===== src/rtl/demux32_1to2_buf_if.sv =====
// Handshake bundle for the 1-to-2 buffered demux: one upstream input, two buffered output ports.
interface demux32_1to2_buf_if;
  logic        in_valid;
  logic        in_ready;
  logic        Ctrl;
  logic [31:0] S;
  logic        a_valid;
  logic        a_ready;
  logic [31:0] A;
  logic        b_valid;
  logic        b_ready;
  logic [31:0] B;
  logic        busy;

  modport master (
    output in_valid, Ctrl, S, a_ready, b_ready,
    input  in_ready, a_valid, A, b_valid, B, busy
  );

  modport slave (
    input  in_valid, Ctrl, S, a_ready, b_ready,
    output in_ready, a_valid, A, b_valid, B, busy
  );
endinterface


===== src/rtl/demux32_1to2_buf.sv =====
// Routes 32-bit words to port A or B by Ctrl; each port has its own 2-entry FIFO.
module demux32_1to2_buf (
  input  logic              clk,
  input  logic              rst,
  demux32_1to2_buf_if.slave bus
);

  // Index 0 is port A, index 1 is port B.
  logic [31:0] mem [2][2];
  logic [1:0]  cnt [2];
  logic        rd_ptr [2];
  logic        wr_ptr [2];
  logic        push [2];
  logic        pop [2];
  logic        ready [2];
  logic        fire;

  assign ready[0] = bus.a_ready;
  assign ready[1] = bus.b_ready;

  // Full means full: a pop in the same cycle does not open a slot.
  assign bus.in_ready = bus.Ctrl ? (cnt[1] < 2'd2) : (cnt[0] < 2'd2);
  assign fire         = bus.in_valid && bus.in_ready;

  always_comb begin
    push[0] = fire && !bus.Ctrl;
    push[1] = fire &&  bus.Ctrl;
    pop[0]  = (cnt[0] != 2'd0) && ready[0];
    pop[1]  = (cnt[1] != 2'd0) && ready[1];
  end

  always_ff @(posedge clk) begin
    if (rst) begin
      for (int p = 0; p < 2; p++) begin
        cnt[p]    <= 2'd0;
        rd_ptr[p] <= 1'b0;
        wr_ptr[p] <= 1'b0;
        for (int e = 0; e < 2; e++) mem[p][e] <= 32'h0;
      end
    end else begin
      for (int p = 0; p < 2; p++) begin
        if (push[p]) begin
          mem[p][wr_ptr[p]] <= bus.S;
          wr_ptr[p]         <= ~wr_ptr[p];
        end
        if (pop[p]) rd_ptr[p] <= ~rd_ptr[p];
        case ({push[p], pop[p]})
          2'b10:   cnt[p] <= cnt[p] + 2'd1;
          2'b01:   cnt[p] <= cnt[p] - 2'd1;
          default: cnt[p] <= cnt[p];
        endcase
      end
    end
  end

  assign bus.a_valid = (cnt[0] != 2'd0);
  assign bus.b_valid = (cnt[1] != 2'd0);
  assign bus.A       = mem[0][rd_ptr[0]];
  assign bus.B       = mem[1][rd_ptr[1]];
  assign bus.busy    = bus.a_valid || bus.b_valid;

endmodule


===== src/flat_wrapper.sv =====
// flat-port wrapper written by rule: the top's interface ports become plain ports
module demux32_1to2_buf_flat 
  (clk, rst, bus_in_valid, bus_Ctrl, bus_S, bus_a_ready, bus_b_ready, bus_in_ready, bus_a_valid, bus_A, bus_b_valid, bus_B, bus_busy);
  demux32_1to2_buf_if bus_i ();
  input  logic clk;
  input  logic rst;
  input wire logic [$bits(bus_i.in_valid)-1:0] bus_in_valid;
  input wire logic [$bits(bus_i.Ctrl)-1:0] bus_Ctrl;
  input wire logic [$bits(bus_i.S)-1:0] bus_S;
  input wire logic [$bits(bus_i.a_ready)-1:0] bus_a_ready;
  input wire logic [$bits(bus_i.b_ready)-1:0] bus_b_ready;
  output wire logic [$bits(bus_i.in_ready)-1:0] bus_in_ready;
  output wire logic [$bits(bus_i.a_valid)-1:0] bus_a_valid;
  output wire logic [$bits(bus_i.A)-1:0] bus_A;
  output wire logic [$bits(bus_i.b_valid)-1:0] bus_b_valid;
  output wire logic [$bits(bus_i.B)-1:0] bus_B;
  output wire logic [$bits(bus_i.busy)-1:0] bus_busy;
  assign bus_i.in_valid = bus_in_valid;
  assign bus_i.Ctrl = bus_Ctrl;
  assign bus_i.S = bus_S;
  assign bus_i.a_ready = bus_a_ready;
  assign bus_i.b_ready = bus_b_ready;
  assign bus_in_ready = bus_i.in_ready;
  assign bus_a_valid = bus_i.a_valid;
  assign bus_A = bus_i.A;
  assign bus_b_valid = bus_i.b_valid;
  assign bus_B = bus_i.B;
  assign bus_busy = bus_i.busy;
  demux32_1to2_buf u_core (.clk(clk), .rst(rst), .bus(bus_i));
endmodule

===== config.mk =====
export PLATFORM = sky130hd
export DESIGN_NAME = demux32_1to2_buf_flat
export DESIGN_NICKNAME = d
export VERILOG_FILES = /design/src/rtl/demux32_1to2_buf_if.sv /design/src/rtl/demux32_1to2_buf.sv /design/src/flat_wrapper.sv
export SDC_FILE = /design/constraint.sdc
export NUM_CORES = 1
export LEC_CHECK = 0
export ABC_CLOCK_PERIOD_IN_PS = 2700
export CAP_MARGIN = 40
export CORE_AREA = 2 2 116 141
export DETAILED_ROUTE_END_ITERATION = 12
export DIE_AREA = 0 0 118 143
export GPL_ROUTABILITY_DRIVEN = 0
export SLEW_MARGIN = 20
export SYNTH_ARGS = -nofsm -noshare
export SYNTH_HDL_FRONTEND = slang
export SYNTH_SLANG_ARGS = --single-unit
export TNS_END_PERCENT = 5

===== constraint.sdc =====
create_clock -name clk -period 2.7 [get_ports clk]
set_clock_uncertainty 0.2 [all_clocks]
set_input_delay 0.81 -clock clk [delete_from_list [all_inputs] [get_ports clk]]
set_output_delay 0.81 -clock clk [all_outputs]
set_load 0.02 [all_outputs]

# --- After elaboration in Yosys (flattened, before gate mapping) ---
# Memory sizes are Yosys's and may differ from the RTL's.
# Cells that the tools add are included.
classes:
  bitwise_logic: 146
  order_cmp: 8
  n_addsub: 4
  muxes: 183
  n_reduce_logical: 13
  eq_ne: 4
op_table:
  columns: ["operator", "count"]
  rows:
  - ["$mux W32", 8]
  - ["$mux W1", 165]
  - ["$or A1 B1 Y1", 138]
  - ["$mux W64", 2]
  - ["$demux W32 S1", 2]
  - ["$mux W2", 6]
  - ["$ge A2 B2 Y1 const B", 4]
  - ["$not A1 Y2", 4]
  - ["$logic_and A1 B1 Y1", 7]
  - ["$add A2 B1 Y2 const B", 2]
  - ["$eq A2 B1 Y1 const B", 2]
  - ["$eq A2 B2 Y1 const B", 2]
  - ["$lt A2 B1 Y1 const B", 2]
  - ["$lt A2 B2 Y1 const B", 2]
  - ["$not A1 Y1", 4]
  - ["$reduce_bool A2 Y1", 2]
  - ["$reduce_or A2 Y1", 2]
  - ["$sub A2 B1 Y2 const B", 2]
  - ["$logic_not A1 Y1", 1]
  - ["$logic_or A1 B1 Y1", 1]
totals:
  regBits: 0
  n_memories: 4
  input_bits: 38
  ramBits: 136
memory_table:
  columns: ["memory", "words", "width", "read_ports", "rd_clocked_by_memory_dff", "write_ports", "line_no", "source"]
  rows:
  - ["u_core.mem", 2, 64, 2, 0, 2, "demux32_1to2_buf.sv:9", "logic [31:0] mem [2][2];"]
  - ["u_core.cnt", 2, 2, 2, 0, 2, "demux32_1to2_buf.sv:10", "logic [1:0] cnt [2];"]
  - ["u_core.rd_ptr", 2, 1, 2, 0, 2, "demux32_1to2_buf.sv:11", "logic rd_ptr [2];"]
  - ["u_core.wr_ptr", 2, 1, 2, 0, 2, "demux32_1to2_buf.sv:12", "logic wr_ptr [2];"]

# --- Depth between registers and ports, before layout ---
# Gate-level depths: netlist of run 1.
depth:
  depth_word: 11
  ltp_mapped: 8

# --- Least setup slack after synthesis of run 1 ---
# No wires, ideal clock.
synth_path:
  kind: "input -> register"
  startpoint: "in bus_Ctrl"
  endpoint: "mem u_core.cnt[1][1], data pin"
  cell_stages: 6
  setup_time_ns: 0.265
  setup_slack_ns: 0.216
  t_arrival_ns: 2.018
  t_required_ns: 2.235
  path_cell_list: "nor3b_1 > inv_1 > ha_1 > nor4_1 > nand3b_1 > a21oi_1"
synth_lines:
  columns: ["item", "line_no", "source"]
  rows:
  - ["start: declaration", "flat_wrapper.sv:8", "input wire logic [$bits(bus_i.Ctrl)-1:0] bus_Ctrl;"]
  - ["end: declaration", "demux32_1to2_buf.sv:10", null]

==> flow_metrics.py, run 1 <==
metrics = {
    "run_status": {
        "status": "finished clean",
    },
    "pwr": {
        "power_frac_comb_pct": 17.1,
        "power.switching_mw": 1.40,
        "vdd_drop_max_mv": 0.288,
        "switching_share_pct": 24.3,
        "power_density_mw_per_mm2": 713,
        "clockPowerShare_pct": 39.5,
        "p_int_mw": 4.37,
        "leakage_nw": 3.22,
        "power.share.sequential_pct": 43.4,
    },
    "worst_setup_path": {
        "ff2ff_setup_slack_ns": 0.44,
        "crit_path_end_kind": "output pin",
        "path_class": "reg2out",
        "r2r_cells": 8,
        "worstReg2RegEnd": "u_core.cnt[1][1]$_DFFE_PP_",
        "start_kind": "flop",
        "critPathMaxFanout": 23,
        "crit_arrival_ns": 1.66,
        "worstReg2RegStart": "u_core.cnt[0][1]$_SDFFCE_PN0P_",
        "cp_data_required_time_ns": 1.69,
    },
    "clock_network": {
        "postCtsHoldBufs": 0,
        "clk_path_buf_depth": 2,
        "cts_root_buf": "clkbuf_16",
        "cts_buffers": 17,
        "clk_pin_slew_worst_paths_ns": 0.06,
        "numClockSinks": 136,
        "tritoncts": "built",
        "clk_latency_ns": 0.40,
        "htreeDepth": 4,
    },
    "logic_synthesis": {
        "ys_seq_area_share_pct": 66.7,
        "synth_cells": 404,
        "syn_avg_cell_area_sq_um": 15.2,
        "syn-num-nets": 447,
        "yosysUniqueCellTypes": 32,
        "ys_ff_latch": 136,
        "synth-warning-count": 0,
        "synth_area_sq_mm": 0.00613,
    },
    "drt": {
        "drtIter0Drc": 156,
        "drcViolationCount": 0,
        "routed_wl_um": 13400,
        "ant_nets": 0,
        "vias": 3574,
        "first_pass_iters": 4,
        "viasPerCell": 4.71,
        "wire_per_inst_um": 17.7,
    },
    "placement": {
        "port-buffer-count": 105,
        "placed_cells": 724,
        "hpwlAfterDp_um": 8610,
    },
    "finish": {
        "diodes": 0,
        "final_nets": 581,
        "utilization_pct": 52.4,
        "fin_cells": 759,
        "num-fill-cells": 1339,
        "drive_gt1_share_pct": 39.4,
        "area_growth_pct": 32.2,
    },
    "worst_hold_path": {
        "holdCritStartpoint": "u_core.cnt[1][0]$_DFFE_PP_",
        "min_to": "u_core.cnt[1][0]$_DFFE_PP_",
        "min_path_type": "reg2reg",
        "hold_depth": 1,
    },
    "timing": {
        "final_hold_viol_count": 0,
        "min_period_ns": 2.67,
        "rsz0062_at_grt": "yes",
        "setup_tns_ns": 0,
        "relSlewSlack_pct": 72.8,
        "fin_hold_ws_ns": 0.375,
        "maxSlewViolCount": 0,
        "fmax_ghz": 0.375,
        "setup_viol": 0,
        "worstMarginPinSlew_ns": 0.403,
        "final.period_utilization_pct": 98.9,
    },
    "floorplan": {
        "coreArea_sq_mm": 0.0155,
        "die_y_um": 143,
        "dieArea_sq_mm": 0.0169,
        "start_util_pct": 39.7,
        "die_w_um": 118,
        "rows": 50,
        "io_pins": 106,
    },
    "global_routing": {
        "grt_max_degree": 33,
        "grt-ovfl-total": 0,
        "antenna_found_initial": 1,
        "grt_pass1_vias": 3886,
        "track_usage_pct": 16.5,
        "grt_first_pass_wirelength_um": 21000,
    },
    "run": {
        "drv_cap": 0,
    },
}
-- what timing repair did --
action,4_1_cts,5_1_grt
buffers inserted,2,0
endpoints found under the hold margin,0,0
gates resized for setup,167,56
cloned,1,0
endpoints found under the setup margin,68,57
-- power by group through the flow --
stage	Clock, mW	Sequential, mW	Combinational [mW]
finish	2.28	2.51	0.989
global route	2.40	2.52	1.07
floorplan	0	2.54	0.549
global placement	0	2.54	1.05
detailed placement	0	2.55	1.06
CTS	2.32	2.51	1.03
-- sequential cells by signal (all words and copies together), names as in the netlist --
register	cells
u_core.wr_ptr	2
u_core.mem	128
u_core.rd_ptr	2
u_core.cnt	4
-- area by class of cell --
class	count	area, sq um	area share [%]
Clock inverter	14	158	1.95
Timing Repair Buffer	136	1220	15.0
Inverter	7	26.3	0.324
Clock buffer	18	429	5.30
Sequential cell	136	4080	50.4
Multi-Input combinational cell	240	1930	23.8
Tap cell	208	260	3.21
-- per-layer routing --
layer / track usage (%) / vias up / part of all wire [%]
met5: 0 / - / 0
met2: 30.8 / 66 / 54
met4: 4.38 / 0 / 0.87
met3: 3.87 / 7 / 3.4
li1: - / 1703 / -
met1: 19.0 / 1798 / 42
-- how the worst max path moves through the flow --
| stage | endpoint | slack [ns] | from | cells past startpoint |
|---|---|---|---|---|
| finish | bus_B[9] | 0.03 | u_core.rd_ptr[0][1]$_SDFFCE_PN0P_ | 3 |
| global placement | bus_in_ready | -0.47 | bus_Ctrl | 3 |
| CTS | bus_B[20] | -0.04 | u_core.rd_ptr[0][1]$_SDFFCE_PN0P_ | 3 |
| floorplan | u_core.cnt[1][1]$_DFFE_PP_ | 0.22 | bus_Ctrl | 6 |
| global route | bus_B[9] | -0.04 | u_core.rd_ptr[0][1]$_SDFFCE_PN0P_ | 3 |
| detailed placement | bus_in_ready | -0.48 | bus_Ctrl | 3 |
-- cells by family after synthesis --
family	after synthesis	share of synthesized area (%)
compound gates	6	0.653
fa+ha+maj	5	1.02
mux	65	11.9
xor+xnor	1	0.143
buf+inv	28	2.00
flops	136	66.7
simple gates	163	17.6
-- synth_stat cells --
master / count / area [sq um]
nor3_1: 1 / 5.00
nor4b_4: 1 / 23.8
edfxtp_1: 136 / 4080
xor2_1: 1 / 8.76
buf_2: 6 / 30.0
and2_1: 106 / 663
a211oi_1: 1 / 7.51
nor2b_1: 1 / 6.26
and2b_1: 1 / 7.51
or2_2: 8 / 50.1
a21oi_1: 1 / 5.00
nor2_1: 8 / 30.0
and3_2: 1 / 7.51
o21ai_0: 1 / 5.00
mux2i_1: 1 / 10.0
nand3b_1: 1 / 7.51
mux2_2: 64 / 721
o21bai_1: 2 / 15.0
nand2b_1: 4 / 25.0
clkbuf_1: 7 / 26.3
nand2_1: 3 / 11.3
nand2b_4: 1 / 13.8
nor3b_1: 1 / 7.51
inv_1: 7 / 26.3
nor4b_1: 1 / 8.76
a21o_1: 1 / 7.51
and2_2: 22 / 165
nor4_4: 1 / 21.3
nor3b_4: 1 / 18.8
ha_1: 5 / 62.6
clkbuf_2: 8 / 40.0
nor4_1: 1 / 6.26
-- through the flow --
step | instance area (sq um) | setup slack (ns) | total power, mW
after global routing | 8100 | -0.0359 | 5.99
after floorplan | 6130 | 0.216 | 3.09
after detailed placement | 7640 | -0.482 | 3.61
final | 8100 | 0.0309 | 5.77
after CTS | 8270 | -0.0366 | 5.86
after global placement | 7640 | -0.471 | 3.59
-- worst max-delay path, cell delays in order (launching register included) --
cell	delay, ns
edfxtp_1	0.41
buf_12	0.21
mux2_2	0.35
clkdlybuf4s15_1	0.29
-- layout by cell type (no fill, tap or decap), types with 2 or more instances in the layout --
master / Yosys / final
edfxtp_1: 136 / 136
and2_1: 106 / 106
mux2_2: 64 / 64
clkdlybuf4s50_1: 0 / 36
clkbuf_2: 8 / 31
and2_2: 22 / 22
buf_4: 0 / 20
clkbuf_16: 0 / 17
buf_2: 6 / 14
clkdlybuf4s15_2: 0 / 12
buf_12: 0 / 9
or2_2: 8 / 8
nor2_1: 8 / 8
inv_1: 7 / 7
clkdlybuf4s15_1: 0 / 7
ha_1: 5 / 5
nand2b_1: 4 / 4
clkinv_1: 0 / 4
clkinvlp_4: 0 / 4
nand2_1: 3 / 3
bufinv_16: 0 / 3
dlygate4sd2_1: 0 / 3
o21bai_1: 2 / 2
clkinv_4: 0 / 2
buf_6: 0 / 2
Note: power is estimated with default switching activity, not from simulation.
==> inputs of run 2 (changes only) <==
--- a/config.mk
+++ b/config.mk
@@ -11,6 +11,7 @@
 export DETAILED_ROUTE_END_ITERATION = 12
 export DIE_AREA = 0 0 118 143
 export GPL_ROUTABILITY_DRIVEN = 0
+export SKIP_LAST_GASP = 1
 export SLEW_MARGIN = 20
 export SYNTH_ARGS = -nofsm -noshare
 export SYNTH_HDL_FRONTEND = slang
==> flow_metrics.py, run 2 (synthesis results as in run 1) <==
metrics = {
    "worst_setup_path": {
        "cp_data_required_time_ns": 1.69,
        "crit_arrival_ns": 1.78,
        "path_class": "reg2out",
        "crit_path_end_kind": "output pin",
        "critPathMaxFanout": 7,
        "start_kind": "flop",
        "critPathLaunch": "u_core.rd_ptr[0][0]$_SDFFCE_PN0P_",
        "worstReg2RegStart": "u_core.cnt[0][1]$_SDFFCE_PN0P_",
    },
    "clock_network": {
        "tritoncts": "built",
        "cts_buffers": 17,
        "clk_latency_ns": 0.40,
        "cts_root_buf": "clkbuf_16",
        "postCtsHoldBufs": 0,
        "htreeDepth": 4,
        "clk_pin_slew_worst_paths_ns": 0.06,
        "clk_path_buf_depth": 2,
        "numClockSinks": 136,
    },
    "timing": {
        "fmax_ghz": 0.359,
        "setup_ws_ns": -0.0883,
        "fin_hold_ws_ns": 0.375,
        "worstMarginPinSlew_ns": 0.403,
        "min_period_ns": 2.79,
        "relSlewSlack_pct": 72.8,
        "setup_tns_ns": -1.51,
        "final_hold_viol_count": 0,
        "setup_viol": 35,
        "maxSlewViolCount": 0,
        "rsz0062_at_grt": "yes",
        "final.period_utilization_pct": 103,
    },
    "drt": {
        "first_pass_iters": 4,
        "drtIter0Drc": 159,
        "viasPerCell": 4.73,
        "drcViolationCount": 0,
        "vias": 3594,
        "routed_wl_um": 13400,
        "ant_nets": 0,
        "wire_per_inst_um": 17.6,
    },
    "floorplan": {
        "die_w_um": 118,
        "die_y_um": 143,
        "io_pins": 106,
        "rows": 50,
        "start_util_pct": 39.7,
        "coreArea_sq_mm": 0.0155,
        "dieArea_sq_mm": 0.0169,
    },
    "finish": {
        "area_growth_pct": 34.3,
        "multi_input_area_sq_mm": 0.00193,
        "num-fill-cells": 1320,
        "largest_reg_flops": 128,
        "final_cell_mix": "edfxtp_1, and2_1, mux2_2",
        "diodes": 0,
        "regMostFlops": "u_core.mem",
        "drive_gt1_share_pct": 29.2,
        "utilization_pct": 53.3,
        "reg.largest.list": "u_core.mem x128, u_core.cnt x4",
        "final_nets": 582,
        "seqCellArea_sq_mm": 0.00408,
        "layout_commonest_cell": "edfxtp_1",
    },
    "pwr": {
        "vdd_drop_max_mv": 0.289,
        "leakage_nw": 3.35,
        "total_power_mw": 5.77,
        "power_density_mw_per_mm2": 701,
    },
    "worst_hold_path": {
        "min_path_type": "reg2reg",
        "holdCritStartpoint": "u_core.cnt[1][0]$_DFFE_PP_",
    },
    "placement": {
        "port-buffer-count": 105,
        "hpwlAfterDp_um": 8610,
    },
    "global_routing": {
        "grt_pass1_vias": 3889,
        "grt-ovfl-total": 0,
        "grt_first_pass_wirelength_um": 21000,
        "antenna_found_initial": 1,
        "track_usage_pct": 16.5,
        "grt_max_degree": 33,
    },
    "run_status": {
        "violations": "negative setup slack",
        "status": "finished, violations left",
    },
    "run": {
        "drv_cap": 0,
    },
}
[run 2: cell types whose count changed in the layout (fill, tap and decap cells not counted)]
cell             delta
buf_4               +3
clkdlybuf4s15_2    -11
buf_12              -1
buf_2              -14
clkdlybuf4s15_1     -6
dlymetal6s2s_1      +2
clkbuf_2           -31
dlygate4sd2_1      +59
clkdlybuf4s50_1     +2
buf_8               -1
buf_6               -1
[run 2: layout make-up]
cell class	instances	share of cell area (%)
clock buffers	18	5.22
clock inverters	14	1.92
inverters	7	0.319
multi-input cells	240	23.4
flip-flops and latches	136	49.6
well taps	208	3.16
repair buffers	137	16.4
[run 2: what timing repair did]
| action | CTS | global route |
|---|---|---|
| gates resized for setup | 72 | 7 |
| setup endpoints to repair | 68 | 72 |
| cloned | 1 | 0 |
| setup buffers | 2 | 1 |
[run 2: metrics by stage]
| stage | cells | cell area, sq um | worst slack (ns) |
|---|---|---|---|
| 6_report | 760 | 8230 | -0.0883 |
| 5_1_grt | 760 | 8230 | -0.169 |
| 4_1_cts | 759 | 8210 | -0.220 |
| 3_3_place_gp | 724 | 7640 | -0.471 |
| 2_1_floorplan | 404 | 6130 | 0.216 |
| 3_5_place_dp | 724 | 7640 | -0.482 |
[run 2: layer usage]
layer | GRT usage, % | vias to the layer above | routed length [um]
met4 | 4.38 | 0 | 116
met1 | 19.0 | 1816 | 5530
li1 | - | 1706 | -
met3 | 3.87 | 7 | 439
met2 | 30.8 | 65 | 7300
met5 | 0 | - | 0
[run 2: final timing paths]
| check | end | slack [ns] | cells past startpoint |
|---|---|---|---|
| worst min-delay path | u_core.cnt[1][0]$_DFFE_PP_ | 0.38 | 1 |
| worst max-delay path | bus_A[19] | -0.09 | 4 |
| worst max register to register | u_core.cnt[1][1]$_DFFE_PP_ | 0.44 | 8 |
| worst min register to register | u_core.cnt[1][0]$_DFFE_PP_ | 0.38 | 1 |
[run 2: power by group]
part	switching, mW	internal (mW)	total [mW]
Combinational	0.519	0.477	0.997
Sequential	0.0405	2.46	2.50
Clock	0.832	1.44	2.27
Total	1.39	4.38	5.77
[run 2: critical path, cell delays in order (launching register included)]
cell	delay, ns
edfxtp_1	0.38
buf_4	0.15
bufbuf_16	0.27
mux2_2	0.26
dlygate4sd2_1	0.33
==> inputs of run 3 (changes only) <==
--- a/config.mk
+++ b/config.mk
@@ -5,12 +5,13 @@
 export SDC_FILE = /design/constraint.sdc
 export NUM_CORES = 1
 export LEC_CHECK = 0
-export ABC_CLOCK_PERIOD_IN_PS = 2700
+export ABC_CLOCK_PERIOD_IN_PS = 2300
 export CAP_MARGIN = 40
 export CORE_AREA = 2 2 116 141
 export DETAILED_ROUTE_END_ITERATION = 12
 export DIE_AREA = 0 0 118 143
 export GPL_ROUTABILITY_DRIVEN = 0
+export HOLD_SLACK_MARGIN = 0.06
 export SKIP_LAST_GASP = 1
 export SLEW_MARGIN = 20
 export SYNTH_ARGS = -nofsm -noshare
==> constraint.sdc (replaced) <==
create_clock -name clk -period 2.3 [get_ports clk]
set_clock_uncertainty 0.2 [all_clocks]
set_input_delay 0.69 -clock clk [delete_from_list [all_inputs] [get_ports clk]]
set_output_delay 0.69 -clock clk [all_outputs]
set_load 0.02 [all_outputs]
==> flow_metrics.py, run 3 (synthesis results as in run 1) <==
metrics = {
    "floorplan": {
        "io_pins": 106,
        "die_y_um": 143,
        "coreArea_sq_mm": 0.0155,
        "die_w_um": 118,
        "start_util_pct": 39.7,
        "dieArea_sq_mm": 0.0169,
        "rows": 50,
    },
    "clock_network": {
        "cts_buffers": 17,
        "clk_pin_slew_worst_paths_ns": 0.06,
        "htreeDepth": 4,
        "postCtsHoldBufs": 0,
        "clk_path_buf_depth": 2,
        "numClockSinks": 136,
        "cts_root_buf": "clkbuf_16",
        "clk_latency_ns": 0.41,
        "tritoncts": "built",
    },
    "timing": {
        "rsz0062_at_grt": "yes",
        "setup_tns_ns": -8.04,
        "relSlewSlack_pct": 74.6,
        "setup_ws_ns": -0.148,
        "setup_viol": 68,
        "fin_hold_ws_ns": 0.447,
        "worstMarginPinSlew_ns": 0.381,
        "fmax_ghz": 0.409,
        "final.period_utilization_pct": 106,
        "final_hold_viol_count": 0,
        "maxSlewViolCount": 0,
        "min_period_ns": 2.45,
    },
    "pwr": {
        "power_density_mw_per_mm2": 807,
        "total_power_mw": 6.75,
        "vdd_drop_max_mv": 0.336,
        "leakage_nw": 3.37,
    },
    "finish": {
        "num-fill-cells": 1304,
        "drive_gt1_share_pct": 43.8,
        "final_cell_mix": "edfxtp_1, and2_1, mux2_2",
        "largest_reg_flops": 128,
        "diodes": 0,
        "reg.largest.list": "u_core.mem x128, u_core.cnt x4",
        "layout_commonest_cell": "edfxtp_1",
        "area_growth_pct": 36.7,
        "regMostFlops": "u_core.mem",
        "final_nets": 594,
    },
    "worst_setup_path": {
        "worstReg2RegEnd": "u_core.cnt[1][1]$_DFFE_PP_",
        "crit_arrival_ns": 1.56,
        "cp_data_required_time_ns": 1.41,
        "path_class": "reg2out",
        "ff2ff_setup_slack_ns": 0.13,
        "r2r_cells": 7,
        "start_kind": "flop",
        "crit_path_end_kind": "output pin",
        "worstReg2RegStart": "u_core.cnt[0][1]$_SDFFCE_PN0P_",
        "critPathMaxFanout": 7,
    },
    "drt": {
        "wire_per_inst_um": 18.6,
        "routed_wl_um": 14300,
        "drtIter0Drc": 201,
        "vias": 3699,
        "ant_nets": 0,
        "drcViolationCount": 0,
        "viasPerCell": 4.79,
        "first_pass_iters": 5,
    },
    "global_routing": {
        "grt_first_pass_wirelength_um": 22500,
        "antenna_found_initial": 0,
        "grtUsageMet3_pct": 4.79,
        "grt_max_degree": 33,
        "track_usage_pct": 17.8,
        "grt-ovfl-total": 0,
        "grt_util_met1_pct": 20.4,
        "top_usage_layer": "met2",
        "use_met2_pct": 32.3,
        "grt_pass1_vias": 4174,
    },
    "worst_hold_path": {
        "min_to": "u_core.cnt[1][0]$_DFFE_PP_",
        "min_path_type": "reg2reg",
        "holdCritStartpoint": "u_core.cnt[1][0]$_DFFE_PP_",
        "hold_depth": 2,
    },
    "run": {
        "drv_cap": 0,
    },
    "placement": {
        "port-buffer-count": 105,
        "place_ws_ns": -0.709,
        "hpwlAfterDp_um": 8690,
    },
    "run_status": {
        "status": "finished, violations left",
        "violations": "negative setup slack",
    },
}
run 3: where the power goes:
group	internal (mW)	switching (mW)	leakage, nW
Sequential	2.89	0.0436	1.41
Combinational	0.705	0.691	1.71
Clock	1.37	1.05	0.247
run 3: worst max-delay path: stages, from the launching register on:
cell	delay (ns)
edfxtp_1	0.37
buf_6	0.16
buf_12	0.15
mux2_4	0.31
buf_4	0.16
run 3: timing repair:
| item | in CTS | in global routing |
|---|---|---|
| endpoints found under the setup margin | 135 | 72 |
| gates resized for setup | 292 | 77 |
| pin swaps | 0 | 1 |
| setup buffers | 10 | 1 |
| cloned | 4 | 0 |
run 3: final cells by class:
class | count | area [sq um] | share of cell area [%]
Inverter | 7 | 26.3 | 0.314
Clock buffer | 17 | 425 | 5.08
Sequential cell | 136 | 4080 | 48.8
Clock inverter | 15 | 104 | 1.24
Timing Repair Buffer | 149 | 1450 | 17.3
Multi-Input combinational cell | 240 | 2020 | 24.2
Tap cell | 208 | 260 | 3.11
run 3: worst max-delay path by stage:
stage,startpoint,endpoint
6_report,u_core.rd_ptr[0][0]$_SDFFCE_PN0P_,bus_A[21]
5_1_grt,u_core.rd_ptr[0][0]$_SDFFCE_PN0P_,bus_A[21]
4_1_cts,u_core.rd_ptr[0][0]$_SDFFCE_PN0P_,bus_A[15]
3_5_place_dp,bus_Ctrl,bus_in_ready
3_3_place_gp,bus_Ctrl,bus_in_ready
2_1_floorplan,bus_Ctrl,u_core.cnt[1][1]$_DFFE_PP_
run 3: through the flow:
| stage | cell area, sq um | cells | utilization [%] |
|---|---|---|---|
| 2_1_floorplan | 6130 | 404 | - |
| 3_3_place_gp | 7720 | 729 | 50.0 |
| 3_5_place_dp | 7720 | 729 | 50.0 |
| 4_1_cts | 8210 | 775 | 53.1 |
| 5_1_grt | 8370 | 772 | 54.2 |
| 6_report | 8370 | 772 | 54.2 |
run 3: metal layers:
layer | vias to the layer above | share of wire, %
met5 | - | 0
met4 | 0 | 0.68
met3 | 6 | 3.7
met2 | 77 | 54
met1 | 1884 | 42
li1 | 1732 | -
